===== src/rtl/serial_adder.sv =====
// serial_adder: digit-serial unsigned adder with a START/BUSY/DONE handshake.
// One DIGIT-bit adder slice and a carry flip-flop are reused over
// N = WIDTH/DIGIT clock cycles. A WIDTH-bit operation finishes N edges after
// the edge that accepts START. DONE is high for the single FIN cycle that follows.
//
// Optional feature: define SERIAL_ADDER_SUB_EN to add the SUB input.
// With SUB = 1 the block computes A - B. B is latched inverted and the carry
// loads 1, so CIN is ignored. COUT = 1 then means "no borrow".
//
// Parameter constraints: WIDTH >= 2, 1 <= DIGIT <= WIDTH, and DIGIT divides WIDTH.

module serial_adder #(
  parameter int WIDTH = 8,
  parameter int DIGIT = 1
) (
  input  logic             CLK,
  input  logic             RST,
  input  logic             START,
  input  logic [WIDTH-1:0] A,
  input  logic [WIDTH-1:0] B,
  input  logic             CIN,
`ifdef SERIAL_ADDER_SUB_EN
  input  logic             SUB,
`endif
  output logic             BUSY,
  output logic             DONE,
  output logic [WIDTH-1:0] S,
  output logic             COUT
);

  localparam int N  = WIDTH / DIGIT;
  localparam int CW = (N > 1) ? $clog2(N) : 1;

  typedef enum logic [1:0] {
    IDLE = 2'd0,
    RUN  = 2'd1,
    FIN  = 2'd2
  } state_t;

  state_t           state;
  state_t           state_next;

  logic [WIDTH-1:0] a_sh;
  logic [WIDTH-1:0] b_sh;
  logic             carry;
  logic [CW-1:0]    cnt;

  logic             accept;
  logic             last_step;
  logic [DIGIT:0]   slice;
  logic [WIDTH-1:0] s_next;
  logic [WIDTH-1:0] b_load;
  logic             carry_load;

  // Operand conditioning at acceptance: plain add, or two's-complement subtract.
  always_comb begin
    b_load     = B;
    carry_load = CIN;
`ifdef SERIAL_ADDER_SUB_EN
    if (SUB) begin
      b_load     = ~B;
      carry_load = 1'b1;
    end
`endif
  end

  // Digit slice: the low DIGIT bits of both shifters plus the running carry.
  // The DIGIT result bits enter the sum register from its MSB end.
  always_comb begin
    // NOTE: every always_comb output gets a default first, so that no path leaves it unassigned and a latch is never inferred.
    slice     = {1'b0, a_sh[DIGIT-1:0]} + {1'b0, b_sh[DIGIT-1:0]}
              + {{DIGIT{1'b0}}, carry};
    s_next    = S >> DIGIT;
    s_next[WIDTH-1 -: DIGIT] = slice[DIGIT-1:0];
    last_step = (cnt == CW'(N - 1));
  end

  // FSM state register.
  always_ff @(posedge CLK) begin
    // NOTE: sequential state uses non-blocking assignments only, so that every flop samples values from before the edge.
    if (RST) state <= IDLE;
    else     state <= state_next;
  end

  // FSM next-state logic and handshake outputs. START is honoured only in IDLE or FIN.
  always_comb begin
    state_next = state;
    accept     = 1'b0;
    BUSY       = 1'b0;
    DONE       = 1'b0;
    unique case (state)
      IDLE: begin
        if (START) begin
          accept     = 1'b1;
          state_next = RUN;
        end
      end
      RUN: begin
        BUSY = 1'b1;
        if (last_step) state_next = FIN;
      end
      FIN: begin
        DONE = 1'b1;
        if (START) begin
          accept     = 1'b1;
          state_next = RUN;
        end else begin
          state_next = IDLE;
        end
      end
      default: state_next = IDLE;
    endcase
  end

  // Datapath: load on accept, then shift and add one digit per RUN cycle.
  // S and COUT are written only in RUN, so they keep the last result until the next operation.
  always_ff @(posedge CLK) begin
    if (RST) begin
      a_sh  <= '0;
      b_sh  <= '0;
      carry <= 1'b0;
      cnt   <= '0;
      S     <= '0;
      COUT  <= 1'b0;
    end else if (accept) begin
      a_sh  <= A;
      b_sh  <= b_load;
      carry <= carry_load;
      cnt   <= '0;
    end else if (state == RUN) begin
      a_sh  <= a_sh >> DIGIT;
      b_sh  <= b_sh >> DIGIT;
      carry <= slice[DIGIT];
      cnt   <= cnt + CW'(1);
      S     <= s_next;
      if (last_step) COUT <= slice[DIGIT];
    end
  end

endmodule


===== config.mk =====
export PLATFORM = sky130hd
export DESIGN_NAME = serial_adder
export DESIGN_NICKNAME = d
export VERILOG_FILES = /design/src/rtl/serial_adder.sv
export SDC_FILE = /design/constraint.sdc
export NUM_CORES = 1
export LEC_CHECK = 0
export CAP_MARGIN = 10
export CELL_PAD_IN_SITES_DETAIL_PLACEMENT = 1
export CELL_PAD_IN_SITES_GLOBAL_PLACEMENT = 1
export CORE_UTILIZATION = 45
export CTS_CLUSTER_SIZE = 16
export DETAILED_ROUTE_END_ITERATION = 6
export DONT_BUFFER_PORTS = 1
export HOLD_SLACK_MARGIN = 0.08
export PLACE_DENSITY_LB_ADDON = 0.1
export RECOVER_POWER = 50
export SYNTH_ARGS = -nofsm -noshare
export SYNTH_HDL_FRONTEND = slang
export SYNTH_SLANG_ARGS = --single-unit

===== constraint.sdc =====
create_clock -name CLK -period 1.5 [get_ports CLK]
set_clock_uncertainty 0.2 [all_clocks]
set_input_delay 0.15 -clock CLK [delete_from_list [all_inputs] [get_ports CLK]]
set_output_delay 0.15 -clock CLK [all_outputs]
set_load 0.02 [all_outputs]

### After elaboration in Yosys (flattened, before gate mapping)

Cells that the tools add are included.

| operators by class | value |
|---|---|
| reduce and logical (&&, ||, !) cells | 7 |
| muxes and demuxes | 14 |
| $add $sub $neg | 3 |
| eq/ne operators | 5 |
| bitwise gates (word level) | 1 |

Operators by type and width:

| cell | number |
|---|---|
| $mux 8 | 4 |
| $mux 1 | 7 |
| $pmux 2 s3 | 1 |
| $mux 2 | 2 |
| $ne 2x2->1 const B | 2 |
| $reduce_and 2->1 | 2 |
| $reduce_or 2->1 | 2 |
| $add 3x1->3 const B | 1 |
| $eq 3x3->1 const B | 1 |
| $reduce_and 3->1 | 1 |
| $add 1x1->2 | 1 |
| $add 2x1->2 | 1 |
| $eq 2x1->1 const B | 1 |
| $eq 2x2->1 const B | 1 |
| $logic_not 2->1 | 1 |
| $reduce_bool 2->1 | 1 |
| $not 1->1 | 1 |

| word-level totals | value |
|---|---|
| logic and storage cells | 37 |
| bits in registers | 31 |

### Logic depth before layout (Yosys ltp)

Gate-level depths: netlist of the first run.

| depth | value |
|---|---|
| word-level depth | 5 |
| depth in mapped cells | 7 |
| gate-level depth less buffers | 5 |

### Least setup slack after synthesis of the first run

OpenSTA, ideal clock, no wires.

| timing path | value |
|---|---|
| path type | flip-flop to flip-flop |
| start point | register a_sh[0] |
| end point | register carry |
| arrival | 966 ps |
| clock period less this slack | 1298 ps |
| stages on the path, launching flop included | 4 |
| setup slack | 202 ps |
| setup time | 132 ps |
| data required time | 1168 ps |
| path buffers | 0 |
| path through | dfxtp_1 fa_1 a22oi_1 a21oi_1 |

| between the ends | value |
|---|---|
| longest elaborated chain between the ends | 4 |

Ends and longest elaborated chain:

| what | line | source |
|---|---|---|
| from (decl) | 43 | `logic [WIDTH-1:0] a_sh;` |
| from (signal assigned) | 131 | `a_sh <= a_sh >> DIGIT;` |
| $add 1x1->2 | 71 | `slice = {1'b0, a_sh[DIGIT-1:0]} + {1'b0, b_sh[DIGIT-1:0]}` |
| $add 2x1->2 | 72 | `+ {{DIGIT{1'b0}}, carry};` |
| net slice[1] | 50 | `logic [DIGIT:0] slice;` |
| $mux 1 | 130 | `end else if (state == RUN) begin` |
| $mux 1 | 125 | `end else if (accept) begin` |
| to (signal assigned) | 128 | `carry <= carry_load;` |
| to (signal assigned) | 133 | `carry <= slice[DIGIT];` |
| to (decl) | 45 | `logic carry;` |

The timed path passes the listed nets, and every way through them passes these cells. The select of a mux whose other input is x is not followed.
A chain may end at the register's enable or synchronous reset.

### Worst setup path after layout of the first run

| timing path | value |
|---|---|
| start point | register state[1] |
| end point | register a_sh[0] |

| between the ends | value |
|---|---|
| longest elaborated chain between the ends | 4 |
| elaborated cells between the ends (all ways) | 7 |
| those cells by class | eq/ne: 2; mux: 2; reduce/logical: 3 |

Ends and longest elaborated chain:

| what | line | source |
|---|---|---|
| from (decl) | 40 | `state_t state;` |
| from (signal assigned) | 82 | `else state <= state_next;` |
| $eq 2x2->1 or $logic_not 2->1 (tied branches) | 91 | `unique case (state)` |
| $reduce_or 2->1 (no line) | n/a |  |
| $mux 1 | n/a |  |
| $mux 8 or $reduce_bool 2->1 (tied branches) | n/a |  |

Several ways; a longest one is shown, not always the timed one.

==> metrics.txt, run 1 <==
status completed; Avg Vias per Cell 5.643; leakage 0.5870 nW; reg2reg end a_sh[0]; critical path class reg -> reg; 1st-iter DRT viols 36; Area contributors post-synth dfxtp_1 48%, nor3_1 8.6%, nand2_1 6.7%; fin crit share 95.26%; Final Hold Viols 0; nature of the critical path endpoint flip-flop; vias in the first global route 1162; Slew headroom 72.36%; initial core utilization 47.09%; area leader, netlist dfxtp_1; Layout Nets 187; Crit path required time 1.52 ns; CTS H-tree depth 2; synth-to-layout area growth 24.20%; Post-Syn Area per Cell 9.067 µm²; die extent in x 55.49 µm; CTS root buffer clkbuf_4; total track usage 24.18%; num rows 19; most common cell in the netlist dfxtp_1; count of input and output buffers 0; DIE HEIGHT 55.49 µm; final WL 3.242 mm; via count 1106; Worst-Skew Late Latency 0.33 ns; PD cells 1047 nW/µm²; R2R Setup Slk 0.07 ns; WHS 0.2885 ns; Ys Warns 0; Synth cell types 25; share of flip-flops with an asynchronous set or reset 0%; Cells after Synth 142; area share of the largest cell type after synthesis 48.20%; diode count 0; fmax 0.6999 GHz; hpwl dp 1.876 mm; Setup TNS 0 ns; VDD IR max 0.7117 mV; worst-margin pin slew 0.4138 ns; initial antenna violation count 0; post-synthesis sequential area ratio 48.20%; Post-synth EDFFs 0; first-pass GRT wire length 5.685 mm; GRT Residual Overflow 0; RSZ-0062 raised after global routing false; first drt pass iteration count 4; max cap viols 0; largest net degree at the start of global routing 32; layout cells sized above 1 14.55%; clk sinks 31; Core ar. 2734 µm²; Placed Area 1286 µm²; most common library cells after synthesis 31 x dfxtp_1, 23 x nand2_1, 22 x nor3_1; hold_sp a_sh[4]; design area 1599 µm²; Ports 31; # setup viols final 0; fin util 58.49%; CP max FO 14; reg2reg start state[1]; Net Count, Synth 165; Reg2Reg Depth 5; Startpoint Class flip-flop; critical path data arrival time 1.45 ns; Slew Viols, Final 0; Clock Path Buffers 2; RD Place Congestion 0.6807; total CTS buffers 5; WL per Instance 16.54 µm; Netlist Area Pre-Place 1287 µm²; Final ANT Viol Nets 0; CTS clk-pin slew, worst paths 0.10 ns; WHS Endpoint a_sh[4]; Synth Register Bits 31; DRC viols 0; min-delay worst type reg -> reg; most used flip-flop cell after synthesis dfxtp_1; Power, Total 1.674 mW; TritonCTS clock tree built; Final min period 1.429 ns; Die ar. 3079 µm²; Hold Path Depth 2
repair_timing:
item                       CTS  global route
hold buffers                20             0
buffers inserted             1             0
resized for setup            5             0
hold endpoints to repair    31             0
setup endpoints to repair    1             0
placed cells by master (no fill, tap or decap), types with 2 or more instances in the layout:
master	n
clkbuf_4	5
dfxtp_1	30
o22ai_1	10
a311oi_2	3
nand2_1	23
mux2i_1	3
a21oi_1	12
a22oi_1	2
inv_6	2
nor2b_1	2
buf_12	2
dlygate4sd3_1	19
nor2_1	5
buf_4	4
nor3_2	2
ha_1	2
nor3_1	22
nand3_1	4
clkbuf_1	2
per-layer routing:
layer  global-route usage [%]  part of all wire [%]  vias up
met3                    7.963                   4.2        6
met2                    37.87                    50       30
met5                        0                     0        -
met4                    8.929                   1.2        0
li1                         -                     -      539
met1                    31.04                    44      531
final cells by class:
cell class                 instances  area, µm²
inverter                           1      30.03
fill                             328       1135
sequential                        31      621.8
clock inverter                     1      5.005
timing repair inverter             2      17.52
timing repair buffer              26      265.3
clock buffer                       7      45.04
multi-input combinational         97      575.6
tap                               31      38.79
worst max-delay path, stage by stage, from the launching register on:
cell,delay (ns)
dfxtp_1,0.36
nand2b_4,0.16
clkbuf_2,0.20
inv_6,0.10
nor3_1,0.22
nor3_1,0.08
power by group:
part           internal [mW]  leakage [nW]  total, mW  switching, mW
clock                  0.182        0.0293      0.463          0.281
combinational          0.145         0.304      0.299          0.154
sequential             0.874         0.254      0.911         0.0375
how the worst max path moves through the flow:
stage	slack [ns]	start	end	depth (start not counted)
final	0.07	state[1]	a_sh[0]	5
after global routing	0.002	state[1]	DONE	1
after CTS	0.05	state[1]	DONE	1
after detailed placement	0.04	state[1]	a_sh[6]	4
after global placement	0.11	state[1]	a_sh[6]	4
after floorplan	0.20	a_sh[0]	carry	3
kinds of logic (layout without fill, tap and decap cells):
kind of cell / Yosys count / after routing / synth area share [%]
AND/OR/NAND/NOR: 62 / 62 / 22.84
flip-flops: 31 / 31 / 48.20
adder cells (fa/ha/maj): 3 / 3 / 3.498
multiplexers: 3 / 3 / 2.332
buffers and inverters: 14 / 37 / 7.678
XOR/XNOR: 1 / 1 / 0.6804
AO/OA/AOI/OAI: 28 / 28 / 14.77
flip-flops by register name, summed over array words and instances (netlist names):
signal,count
COUT,1
S,8
a_sh,8
b_sh,8
carry,1
cnt,3
state,2
through the flow:
stage,setup WS [ns],std cells
floorplan,0.2022,142
global placement,0.1084,165
detailed placement,0.04335,165
CTS,0.05052,196
global route,0.001684,196
finish,0.07113,196
Power figures use the tool's default switching activity.
==> run 2: changes to the inputs <==
--- a/config.mk
+++ b/config.mk
@@ -5,6 +5,7 @@
 export SDC_FILE = /design/constraint.sdc
 export NUM_CORES = 1
 export LEC_CHECK = 0
+export ABC_CLOCK_PERIOD_IN_PS = 1500
 export CAP_MARGIN = 10
 export CELL_PAD_IN_SITES_DETAIL_PLACEMENT = 1
 export CELL_PAD_IN_SITES_GLOBAL_PLACEMENT = 1
==> results of run 2 <==
No change in the layout: final DEF, timing and power equal those of run 1.
